File: config.mk
export PLATFORM = sky130hd
export DESIGN_NAME = mem_port_arb_flat
export DESIGN_NICKNAME = d
export VERILOG_FILES = /design/src/rtl/mem_port_arb_pkg.sv /design/src/rtl/mem_port_arb_if.sv /design/src/rtl/mem_port_arb_lat_counter.sv /design/src/rtl/mem_port_arb.sv /design/src/flat_wrapper.sv
export SDC_FILE = /design/constraint.sdc
export NUM_CORES = 1
export LEC_CHECK = 0
export CAP_MARGIN = 40
export CORE_MARGIN = 2
export CORE_UTILIZATION = 42
export DETAILED_ROUTE_END_ITERATION = 7
export GPL_TIMING_DRIVEN = 0
export PLACE_DENSITY = 0.92
export SYNTH_ARGS = -nofsm -noshare
export SYNTH_HDL_FRONTEND = slang
export SYNTH_HIERARCHICAL = 1
export SYNTH_SLANG_ARGS = --single-unit
File: constraint.sdc
create_clock -name clk -period 2.5 [get_ports clk]
set_input_delay 0.5 -clock clk [delete_from_list [all_inputs] [get_ports clk]]
set_output_delay 0.5 -clock clk [all_outputs]
set_load 0.1 [all_outputs]
File: src/rtl/mem_port_arb_pkg.sv
// Shared definitions for the SISC memory-port arbiter.
//   state_t : FSM state encodings (IDLE / ACCESS / DONE)
//   owner_t : owner of the access in flight (fetch or data)
//   CNT_W   : width of the wait-state down-counter
package sisc_mem_pkg;

    typedef enum logic [1:0] {
        ST_IDLE   = 2'd0,
        ST_ACCESS = 2'd1,
        ST_DONE   = 2'd2
    } state_t;

    typedef enum logic {
        OWN_IF = 1'b0,
        OWN_DM = 1'b1
    } owner_t;

    localparam int CNT_W = 4;

endpackage

File: src/rtl/mem_port_arb_if.sv
// Bus bundle between the requesters, the arbiter and the memory.
//   if_*   : instruction-fetch request, address, read data, done pulse
//   dm_*   : load/store request, we, address, write data, read data, done
//   mem_*  : memory strobe, write enable, address, write/read data
//   busy   : arbiter not idle; owner : 0 = fetch, 1 = data
// Modports: slave = arbiter view, master = requester/memory view.
interface mem_port_arb_if #(
    parameter int AW = 16,
    parameter int DW = 32
);
    logic          if_req;
    logic [AW-1:0] if_addr;
    logic [DW-1:0] if_rdata;
    logic          if_done;

    logic          dm_req;
    logic          dm_we;
    logic [AW-1:0] dm_addr;
    logic [DW-1:0] dm_wdata;
    logic [DW-1:0] dm_rdata;
    logic          dm_done;

    logic          mem_en;
    logic          mem_we;
    logic [AW-1:0] mem_addr;
    logic [DW-1:0] mem_wdata;
    logic [DW-1:0] mem_rdata;

    logic          busy;
    logic          owner;

    modport slave (
        input  if_req, if_addr, dm_req, dm_we, dm_addr, dm_wdata, mem_rdata,
        output if_rdata, if_done, dm_rdata, dm_done,
               mem_en, mem_we, mem_addr, mem_wdata, busy, owner
    );

    modport master (
        output if_req, if_addr, dm_req, dm_we, dm_addr, dm_wdata, mem_rdata,
        input  if_rdata, if_done, dm_rdata, dm_done,
               mem_en, mem_we, mem_addr, mem_wdata, busy, owner
    );

endinterface

File: src/rtl/mem_port_arb_lat_counter.sv
// Loadable 4-bit down-counter timing the wait states of one access.
//   clk, rst_f : clock, async active-low reset
//   load       : load load_val (has priority over dec)
//   load_val   : value to load
//   dec        : decrement by one, stopping at zero
//   zero       : counter equals zero (terminal count)
module lat_counter
    import sisc_mem_pkg::*;
(
    input  logic             clk,
    input  logic             rst_f,
    input  logic             load,
    input  logic [CNT_W-1:0] load_val,
    input  logic             dec,
    output logic             zero
);

    logic [CNT_W-1:0] r_cnt;

    always_ff @(posedge clk or negedge rst_f) begin
        if (!rst_f) begin
            r_cnt <= '0;
        end else if (load) begin
            r_cnt <= load_val;
        end else if (dec && (r_cnt != '0)) begin
            r_cnt <= r_cnt - CNT_W'(1);
        end
    end

    assign zero = (r_cnt == '0);

endmodule

File: src/rtl/mem_port_arb.sv
// Two-requester arbiter/sequencer for the single-ported SISC memory.
// Data requests beat fetches unless the fetch has been passed over
// STARVE_MAX consecutive times. Each access holds mem_en for MEM_LAT
// cycles, then pulses the owner's done with registered read data.
//   clk, rst_f : clock, async active-low reset
//   bus        : mem_port_arb_if slave modport (requesters + memory)
//
//   state     | meaning
//   ----------+------------------------------------------------------
//   ST_IDLE   | no access in flight; grant a pending request
//   ST_ACCESS | mem_en high, wait states counting down
//   ST_DONE   | done pulse to owner; always back to IDLE
module mem_port_arb
    import sisc_mem_pkg::*;
#(
    parameter int AW         = 16,
    parameter int DW         = 32,
    parameter int MEM_LAT    = 2,
    parameter int STARVE_MAX = 3
) (
    input  logic           clk,
    input  logic           rst_f,
    mem_port_arb_if.slave  bus
);

    localparam int               SW       = $clog2(STARVE_MAX + 1);
    localparam logic [CNT_W-1:0] LAT_LOAD = CNT_W'(MEM_LAT - 1);

    state_t        r_state;
    state_t        w_next_state;
    owner_t        r_owner;
    logic          r_we;
    logic [AW-1:0] r_addr;
    logic [DW-1:0] r_wdata;
    logic [DW-1:0] r_if_rdata;
    logic [DW-1:0] r_dm_rdata;
    logic [SW-1:0] r_starve;

    logic          w_win_dm;
    logic          w_load;
    logic          w_dec;
    logic          w_zero;
    logic          w_capture;
    logic          w_mem_en;
    logic          w_if_done;
    logic          w_dm_done;

    // Fetch overrides data priority only once it has been passed over
    // STARVE_MAX times in a row while actually waiting.
    assign w_win_dm = bus.dm_req &&
                      !(bus.if_req && (r_starve == SW'(STARVE_MAX)));

    lat_counter u_lat_counter (
        .clk      (clk),
        .rst_f    (rst_f),
        .load     (w_load),
        .load_val (LAT_LOAD),
        .dec      (w_dec),
        .zero     (w_zero)
    );

    always_ff @(posedge clk or negedge rst_f) begin
        if (!rst_f) begin
            r_state <= ST_IDLE;
        end else begin
            r_state <= w_next_state;
        end
    end

    always_comb begin
        w_next_state = r_state;
        w_load       = 1'b0;
        w_dec        = 1'b0;
        w_capture    = 1'b0;
        w_mem_en     = 1'b0;
        w_if_done    = 1'b0;
        w_dm_done    = 1'b0;
        case (r_state)
            ST_IDLE: begin
                if (bus.if_req || bus.dm_req) begin
                    w_load       = 1'b1;
                    w_next_state = ST_ACCESS;
                end
            end
            ST_ACCESS: begin
                w_mem_en = 1'b1;
                w_dec    = 1'b1;
                if (w_zero) begin
                    w_capture    = 1'b1;
                    w_next_state = ST_DONE;
                end
            end
            ST_DONE: begin
                w_if_done    = (r_owner == OWN_IF);
                w_dm_done    = (r_owner == OWN_DM);
                w_next_state = ST_IDLE;
            end
            default: w_next_state = ST_IDLE;
        endcase
    end

    // Request latch, starvation counter and read-data capture.
    always_ff @(posedge clk or negedge rst_f) begin
        if (!rst_f) begin
            r_owner    <= OWN_IF;
            r_we       <= 1'b0;
            r_addr     <= '0;
            r_wdata    <= '0;
            r_if_rdata <= '0;
            r_dm_rdata <= '0;
            r_starve   <= '0;
        end else begin
            if (w_load) begin
                if (w_win_dm) begin
                    r_owner <= OWN_DM;
                    r_addr  <= bus.dm_addr;
                    r_we    <= bus.dm_we;
                    r_wdata <= bus.dm_wdata;
                    if (bus.if_req && (r_starve != SW'(STARVE_MAX))) begin
                        r_starve <= r_starve + SW'(1);
                    end
                end else begin
                    r_owner  <= OWN_IF;
                    r_addr   <= bus.if_addr;
                    r_we     <= 1'b0;
                    r_starve <= '0;
                end
            end
            if (w_capture && !r_we) begin
                if (r_owner == OWN_DM) begin
                    r_dm_rdata <= bus.mem_rdata;
                end else begin
                    r_if_rdata <= bus.mem_rdata;
                end
            end
        end
    end

    assign bus.mem_en    = w_mem_en;
    assign bus.mem_we    = w_mem_en & r_we;
    assign bus.mem_addr  = r_addr;
    assign bus.mem_wdata = r_wdata;
    assign bus.if_rdata  = r_if_rdata;
    assign bus.dm_rdata  = r_dm_rdata;
    assign bus.if_done   = w_if_done;
    assign bus.dm_done   = w_dm_done;
    assign bus.busy      = (r_state != ST_IDLE);
    assign bus.owner     = r_owner;

endmodule
File: src/flat_wrapper.sv
// flat-port wrapper written by rule: the top's interface ports become plain ports
module mem_port_arb_flat import sisc_mem_pkg::*;
#(
    parameter int AW         = 16,
    parameter int DW         = 32,
    parameter int MEM_LAT    = 2,
    parameter int STARVE_MAX = 3
)
  (clk, rst_f, bus_if_req, bus_if_addr, bus_dm_req, bus_dm_we, bus_dm_addr, bus_dm_wdata, bus_mem_rdata, bus_if_rdata, bus_if_done, bus_dm_rdata, bus_dm_done, bus_mem_en, bus_mem_we, bus_mem_addr, bus_mem_wdata, bus_busy, bus_owner);
  mem_port_arb_if #(.AW(AW), .DW(DW)) bus_i ();
  input  logic clk;
  input  logic rst_f;
  input wire logic [$bits(bus_i.if_req)-1:0] bus_if_req;
  input wire logic [$bits(bus_i.if_addr)-1:0] bus_if_addr;
  input wire logic [$bits(bus_i.dm_req)-1:0] bus_dm_req;
  input wire logic [$bits(bus_i.dm_we)-1:0] bus_dm_we;
  input wire logic [$bits(bus_i.dm_addr)-1:0] bus_dm_addr;
  input wire logic [$bits(bus_i.dm_wdata)-1:0] bus_dm_wdata;
  input wire logic [$bits(bus_i.mem_rdata)-1:0] bus_mem_rdata;
  output wire logic [$bits(bus_i.if_rdata)-1:0] bus_if_rdata;
  output wire logic [$bits(bus_i.if_done)-1:0] bus_if_done;
  output wire logic [$bits(bus_i.dm_rdata)-1:0] bus_dm_rdata;
  output wire logic [$bits(bus_i.dm_done)-1:0] bus_dm_done;
  output wire logic [$bits(bus_i.mem_en)-1:0] bus_mem_en;
  output wire logic [$bits(bus_i.mem_we)-1:0] bus_mem_we;
  output wire logic [$bits(bus_i.mem_addr)-1:0] bus_mem_addr;
  output wire logic [$bits(bus_i.mem_wdata)-1:0] bus_mem_wdata;
  output wire logic [$bits(bus_i.busy)-1:0] bus_busy;
  output wire logic [$bits(bus_i.owner)-1:0] bus_owner;
  assign bus_i.if_req = bus_if_req;
  assign bus_i.if_addr = bus_if_addr;
  assign bus_i.dm_req = bus_dm_req;
  assign bus_i.dm_we = bus_dm_we;
  assign bus_i.dm_addr = bus_dm_addr;
  assign bus_i.dm_wdata = bus_dm_wdata;
  assign bus_i.mem_rdata = bus_mem_rdata;
  assign bus_if_rdata = bus_i.if_rdata;
  assign bus_if_done = bus_i.if_done;
  assign bus_dm_rdata = bus_i.dm_rdata;
  assign bus_dm_done = bus_i.dm_done;
  assign bus_mem_en = bus_i.mem_en;
  assign bus_mem_we = bus_i.mem_we;
  assign bus_mem_addr = bus_i.mem_addr;
  assign bus_mem_wdata = bus_i.mem_wdata;
  assign bus_busy = bus_i.busy;
  assign bus_owner = bus_i.owner;
  mem_port_arb #(.AW(AW), .DW(DW), .MEM_LAT(MEM_LAT), .STARVE_MAX(STARVE_MAX)) u_core (.clk(clk), .rst_f(rst_f), .bus(bus_i));
endmodule
# Word-level counts from Yosys, hierarchy flattened
# Index checks and enable logic that the tools add are counted.
totals:
  reg_bits: 122
  in_bits: 101
  output_inout_bits: 118
  word_cells: 55
classes:
  addsub: 2
  n_eq_ne: 7
  mux: 17
  bitwise: 2
  n_reduce_logical: 18
op_table:
  columns: ["cell", "count"]
  rows:
  - ["$mux W16", 1]
  - ["$reduce_and A2 Y1", 5]
  - ["$mux W1", 9]
  - ["$mux W2", 4]
  - ["$mux W4", 2]
  - ["$ne A2 B2 Y1 const B", 3]
  - ["$logic_and A1 B1 Y1", 5]
  - ["$eq A2 B2 Y1 const B", 2]
  - ["$logic_not A4 Y1", 1]
  - ["$pmux W2 S2", 1]
  - ["$reduce_bool A2 Y1", 2]
  - ["$reduce_bool A4 Y1", 1]
  - ["$sub A4 B1 Y4 const B", 1]
  - ["$add A2 B1 Y2 const B", 1]
  - ["$eq A2 B1 Y1 const B", 1]
  - ["$logic_not A1 Y1", 2]
  - ["$logic_not A2 Y1", 1]
  - ["$ne A2 B1 Y1 const B", 1]
  - ["$and A1 B1 Y1", 1]
  - ["$logic_or A1 B1 Y1", 1]
  - ["$not A1 Y1", 1]

# Logic depth before layout (Yosys ltp)
logic_depth:
  ltp_word: 6
  ltp_mapped: 8
  ltp_nobuf: 5

# Modules after synthesis
# Netlist, hierarchy kept.
by_module_without_submodules:
  columns: ["mod", "instances", "cells_each", "area_per_inst_um2", "seq_area_each_um2"]
  rows:
  - ["mem_port_arb", 1, 322, 4652.0, 2952.8]
  - ["lat_counter", 1, 27, 270.3, 100.1]

# Worst setup path before layout
# OpenSTA, ideal clock, no wires.
synth_path:
  path_type: "flip-flop to output port"
  startpoint: "register u_core.r_owner (netlist: u_core/bus.owner)"
  endpoint: "output bus_dm_done"
  arrival_ns: 3.337
  t_required_ns: 2.000
  slack_ns: -1.337
  path_stages_with_launch: 3
  path_buffers: 0
  cell_sequence: "dfrtp_1 inv_1 nor3b_1"
synth_between:
  elab_chain_cells: 1
synth_lines:
  columns: ["element", "line", "rtl"]
  rows:
  - ["start: declaration", "mem_port_arb.sv:31", "owner_t r_owner;"]
  - ["start signal: assignment", "mem_port_arb.sv:105", "r_owner <= OWN_IF;"]
  - ["start signal: assignment", "mem_port_arb.sv:115", "r_owner <= OWN_DM;"]
  - ["start signal: assignment", "mem_port_arb.sv:123", "r_owner <= OWN_IF;"]
  - ["$mux W1", "mem_port_arb.sv:78", "case (r_state)"]
  - ["end: declaration", "flat_wrapper.sv:23", "output wire logic [$bits(bus_i.dm_done)-1:0] bus_dm_done;"]
# Every way passes these cells.

# Worst setup path in the final report
layout_path:
  startpoint: "register u_core.r_state[0]"
  endpoint: "output bus_mem_we"
layout_between:
  elab_chain_cells: 3
layout_lines:
  columns: ["element", "line", "rtl"]
  rows:
  - ["start: declaration", "mem_port_arb.sv:29", "state_t r_state;"]
  - ["start signal: assignment", "mem_port_arb.sv:66", "r_state <= w_next_state;"]
  - ["$eq A2 B1 Y1", "mem_port_arb.sv:78", null]
  - ["$mux W1", "mem_port_arb.sv:78", null]
  - ["$and A1 B1 Y1", "mem_port_arb.sv:140", "assign bus.mem_we = w_mem_en & r_we;"]
  - ["end: declaration", "flat_wrapper.sv:25", "output wire logic [$bits(bus_i.mem_we)-1:0] bus_mem_we;"]
# Every way passes these cells.

==> flow_metrics.env <==
export IMPL_synth_ff_type="dfrtp_1"
export IMPL_dp_hpwl_um=12800
export IMPL_post_place_cells=831
export IMPL_rsz0062_at_grt="no"
export IMPL_place_area_um2=9360
export IMPL_reg2reg_depth=7
export IMPL_diodes=0
export IMPL_grt_first_pass_wirelength_um=27500
export IMPL_firstDrtPassIters=4
export IMPL_die_y_um=112
export IMPL_nets=812
export IMPL_num_rows=39
export IMPL_ys_async_sr_fraction=1.00
export IMPL_drc=0
export IMPL_drive_gt1_frac=0.378
export IMPL_synth_area_um2=4920
export IMPL_r2r_slack_ps=230
export IMPL_fp_dieArea_um2=12600
export IMPL_whs_ps=35.1
export IMPL_yosysMostFrequentCell="dfrtp_1"
export IMPL_setup_tns_final_ps=0
export IMPL_grt_total_usage=0.289
export IMPL_clock_latency_ps=400
export IMPL_ant_nets=0
export IMPL_finalCriticalPeriod_ps=2420
export IMPL_tightest_slew_ps=501
export IMPL_period_share=0.970
export IMPL_cp_start_kind="flop"
export IMPL_yosys_top_cells_count="dfrtp_1, mux2_2, nand2_1, a21oi_1, a31oi_1"
export IMPL_yosysUniqueCellTypes=37
export IMPL_required_ps=2000
export IMPL_reg2reg_to="u_core/bus.if_rdata[21]$_DFFE_PN0P_"
export IMPL_synth_seq_cells=122
export IMPL_crit_fanout=4
export IMPL_ys_warn_count=6
export IMPL_timing_critical_path_arrival_ps=1920
export IMPL_synth_area_leaders="dfrtp_1, mux2_2, nand2_1"
export IMPL_antenna_found_initial=0
export IMPL_area_delta_synth_final_pct=103
export IMPL_clockBufferDepth=2
export IMPL_fillers=472
export IMPL_status="complete, no violations"
export IMPL_synthCells=349
export IMPL_initial_core_util=0.431
export IMPL_synth_edf_count=0
export IMPL_ys_seq_area_frac=0.620
export IMPL_h_tree_depth=4
export IMPL_root_buffer="clkbuf_16"
export IMPL_skew_ps=7.24
export IMPL_drt_wl_total_um=17700
export IMPL_endpoint="bus_mem_we"
export IMPL_hold_class="input port to asynchronous set/reset pin"
export IMPL_pin_count=219
export IMPL_slew_headroom=0.666
export IMPL_cts_sinks=122
export IMPL_setup_viol=0
export IMPL_clk_pin_slew_ps=50
export IMPL_r2r_start="u_core/u_lat_counter/r_cnt[0]$_DFFE_PN0P_"
export IMPL_synth_top_cell_by_area="dfrtp_1"
export IMPL_routedWlPerCell_um=20.5
export IMPL_drt_vias_per_instance=5.09
export IMPL_avgSynthCellArea_um2=14.1
export IMPL_die_width_um=112
export IMPL_critPathLaunch="u_core/r_state[0]$_DFFE_PN0P_"
export IMPL_grt_max_degree=73
export IMPL_synth_top_area_frac=0.620
export IMPL_cp_end_kind="output pin"
export IMPL_drt_iter0_drc=178
export IMPL_crit_type="flop to output pin"
export IMPL_portBuffers=218
export IMPL_finalHoldViolations=0
export IMPL_fmax_ghz=0.412
export IMPL_final_area_um2=9970
export IMPL_via_count=4392
export IMPL_finalMaxSlewViolations=0
export IMPL_cts_tree="built"
export IMPL_grt_ovfl_total=0
export IMPL_maxCapViolations=0
export IMPL_gp_congestion=0.780
export IMPL_hold_buffers=0
export IMPL_grt_pass1_vias=4928
export IMPL_layoutNonFillerInstCount=863
export IMPL_cts_buffers=17
export IMPL_core_area_um2=11400
## placed cells by master (no fill, tap or decap), types with 2 or more instances in the layout
master / instances
a21oi_1: 17
a31oi_1: 16
and2_1: 2
and4b_1: 2
buf_16: 21
buf_2: 5
buf_4: 7
buf_6: 6
buf_8: 99
bufinv_16: 2
clkbuf_1: 4
clkbuf_16: 17
clkbuf_8: 3
clkdlybuf4s50_1: 216
clkinv_2: 4
clkinvlp_4: 2
conb_1: 4
dfrtp_1: 121
ha_1: 2
inv_1: 6
mux2_1: 4
mux2_2: 93
nand2_1: 37
nor3_1: 2
nor3b_4: 2
o21ai_0: 4
## how the worst min path moves through the flow
stage,slack (ps),start,cells after the start,end
2_1_floorplan,200,rst_f,0,u_core/bus.dm_rdata[0]$_DFFE_PN0P_
3_3_place_gp,470,u_core/bus.if_rdata[30]$_DFFE_PN0P_,1,u_core/bus.if_rdata[30]$_DFFE_PN0P_
3_5_place_dp,480,rst_f,1,u_core/bus.if_rdata[11]$_DFFE_PN0P_
4_1_cts,50,rst_f,1,u_core/bus.if_rdata[11]$_DFFE_PN0P_
5_1_grt,70,rst_f,1,u_core/bus.if_rdata[11]$_DFFE_PN0P_
6_report,40,rst_f,1,u_core/bus.if_rdata[11]$_DFFE_PN0P_
## flip-flops by register name, summed over array words and instances (netlist names)
| signal | count |
|---|---|
| u_core/bus.dm_rdata | 32 |
| u_core/bus.if_rdata | 32 |
| u_core/bus.mem_wdata | 32 |
| u_core/bus.mem_addr | 16 |
| u_core/u_lat_counter/r_cnt | 4 |
| u_core/r_starve | 2 |
| u_core/r_state | 2 |
| u_core/bus.owner | 1 |
| u_core/r_we | 1 |
## cell type report
cell class	count	area, um2	share of cell area
flip-flops and latches	122	3050	0.306
clock buffers	22	474	0.0476
well taps	143	179	0.0179
clock inverters	8	95.1	0.00954
multi-input cells	204	1750	0.176
inverters	7	26.3	0.00263
plain buffers	17	134	0.0134
repair buffers	340	4260	0.427
## what timing repair did
item	in CTS	in global routing
endpoints found under the setup margin	2	2
pin swaps	0	1
buffers inserted	2	1
gates resized for setup	5	2
## critical path, stage by stage (launching register included)
cell and delay (ps):
dfrtp_2 460, nor2b_4 190, and2_1 150, clkdlybuf4s50_1 520, buf_8 200
## through the flow
step	worst slack, ps	utilization
finish	75.3	0.873
global placement	-3450	0.640
global route	12.8	0.873
CTS	28.6	0.872
floorplan	-82.4	-
detailed placement	-251	0.820
## per-layer routing
| metal | global-route usage | vias to the layer above | part of all wire |
|---|---|---|---|
| met5 | 0 | - | 0 |
| met4 | 0.116 | 0 | 0.029 |
| met3 | 0.0664 | 44 | 0.056 |
| met2 | 0.548 | 211 | 0.55 |
| met1 | 0.307 | 2192 | 0.36 |
| li1 | - | 1945 | - |
## cell families (layout without fill, tap and decap cells)
logic type,count (synthesis),count (layout),share of synthesized area
AOI/OAI and AO/OA,45,45,0.0592
adders and majority gates,2,2,0.00508
buffers and inverters,25,394,0.0315
DFF,122,122,0.620
muxes,97,97,0.222
other,2,4,0.00153
and+or+nand+nor,56,56,0.0605
Power is left out: the tool's default activity adds up to more than one toggle a clock period on the data nets, which glitch-free logic cannot reach.
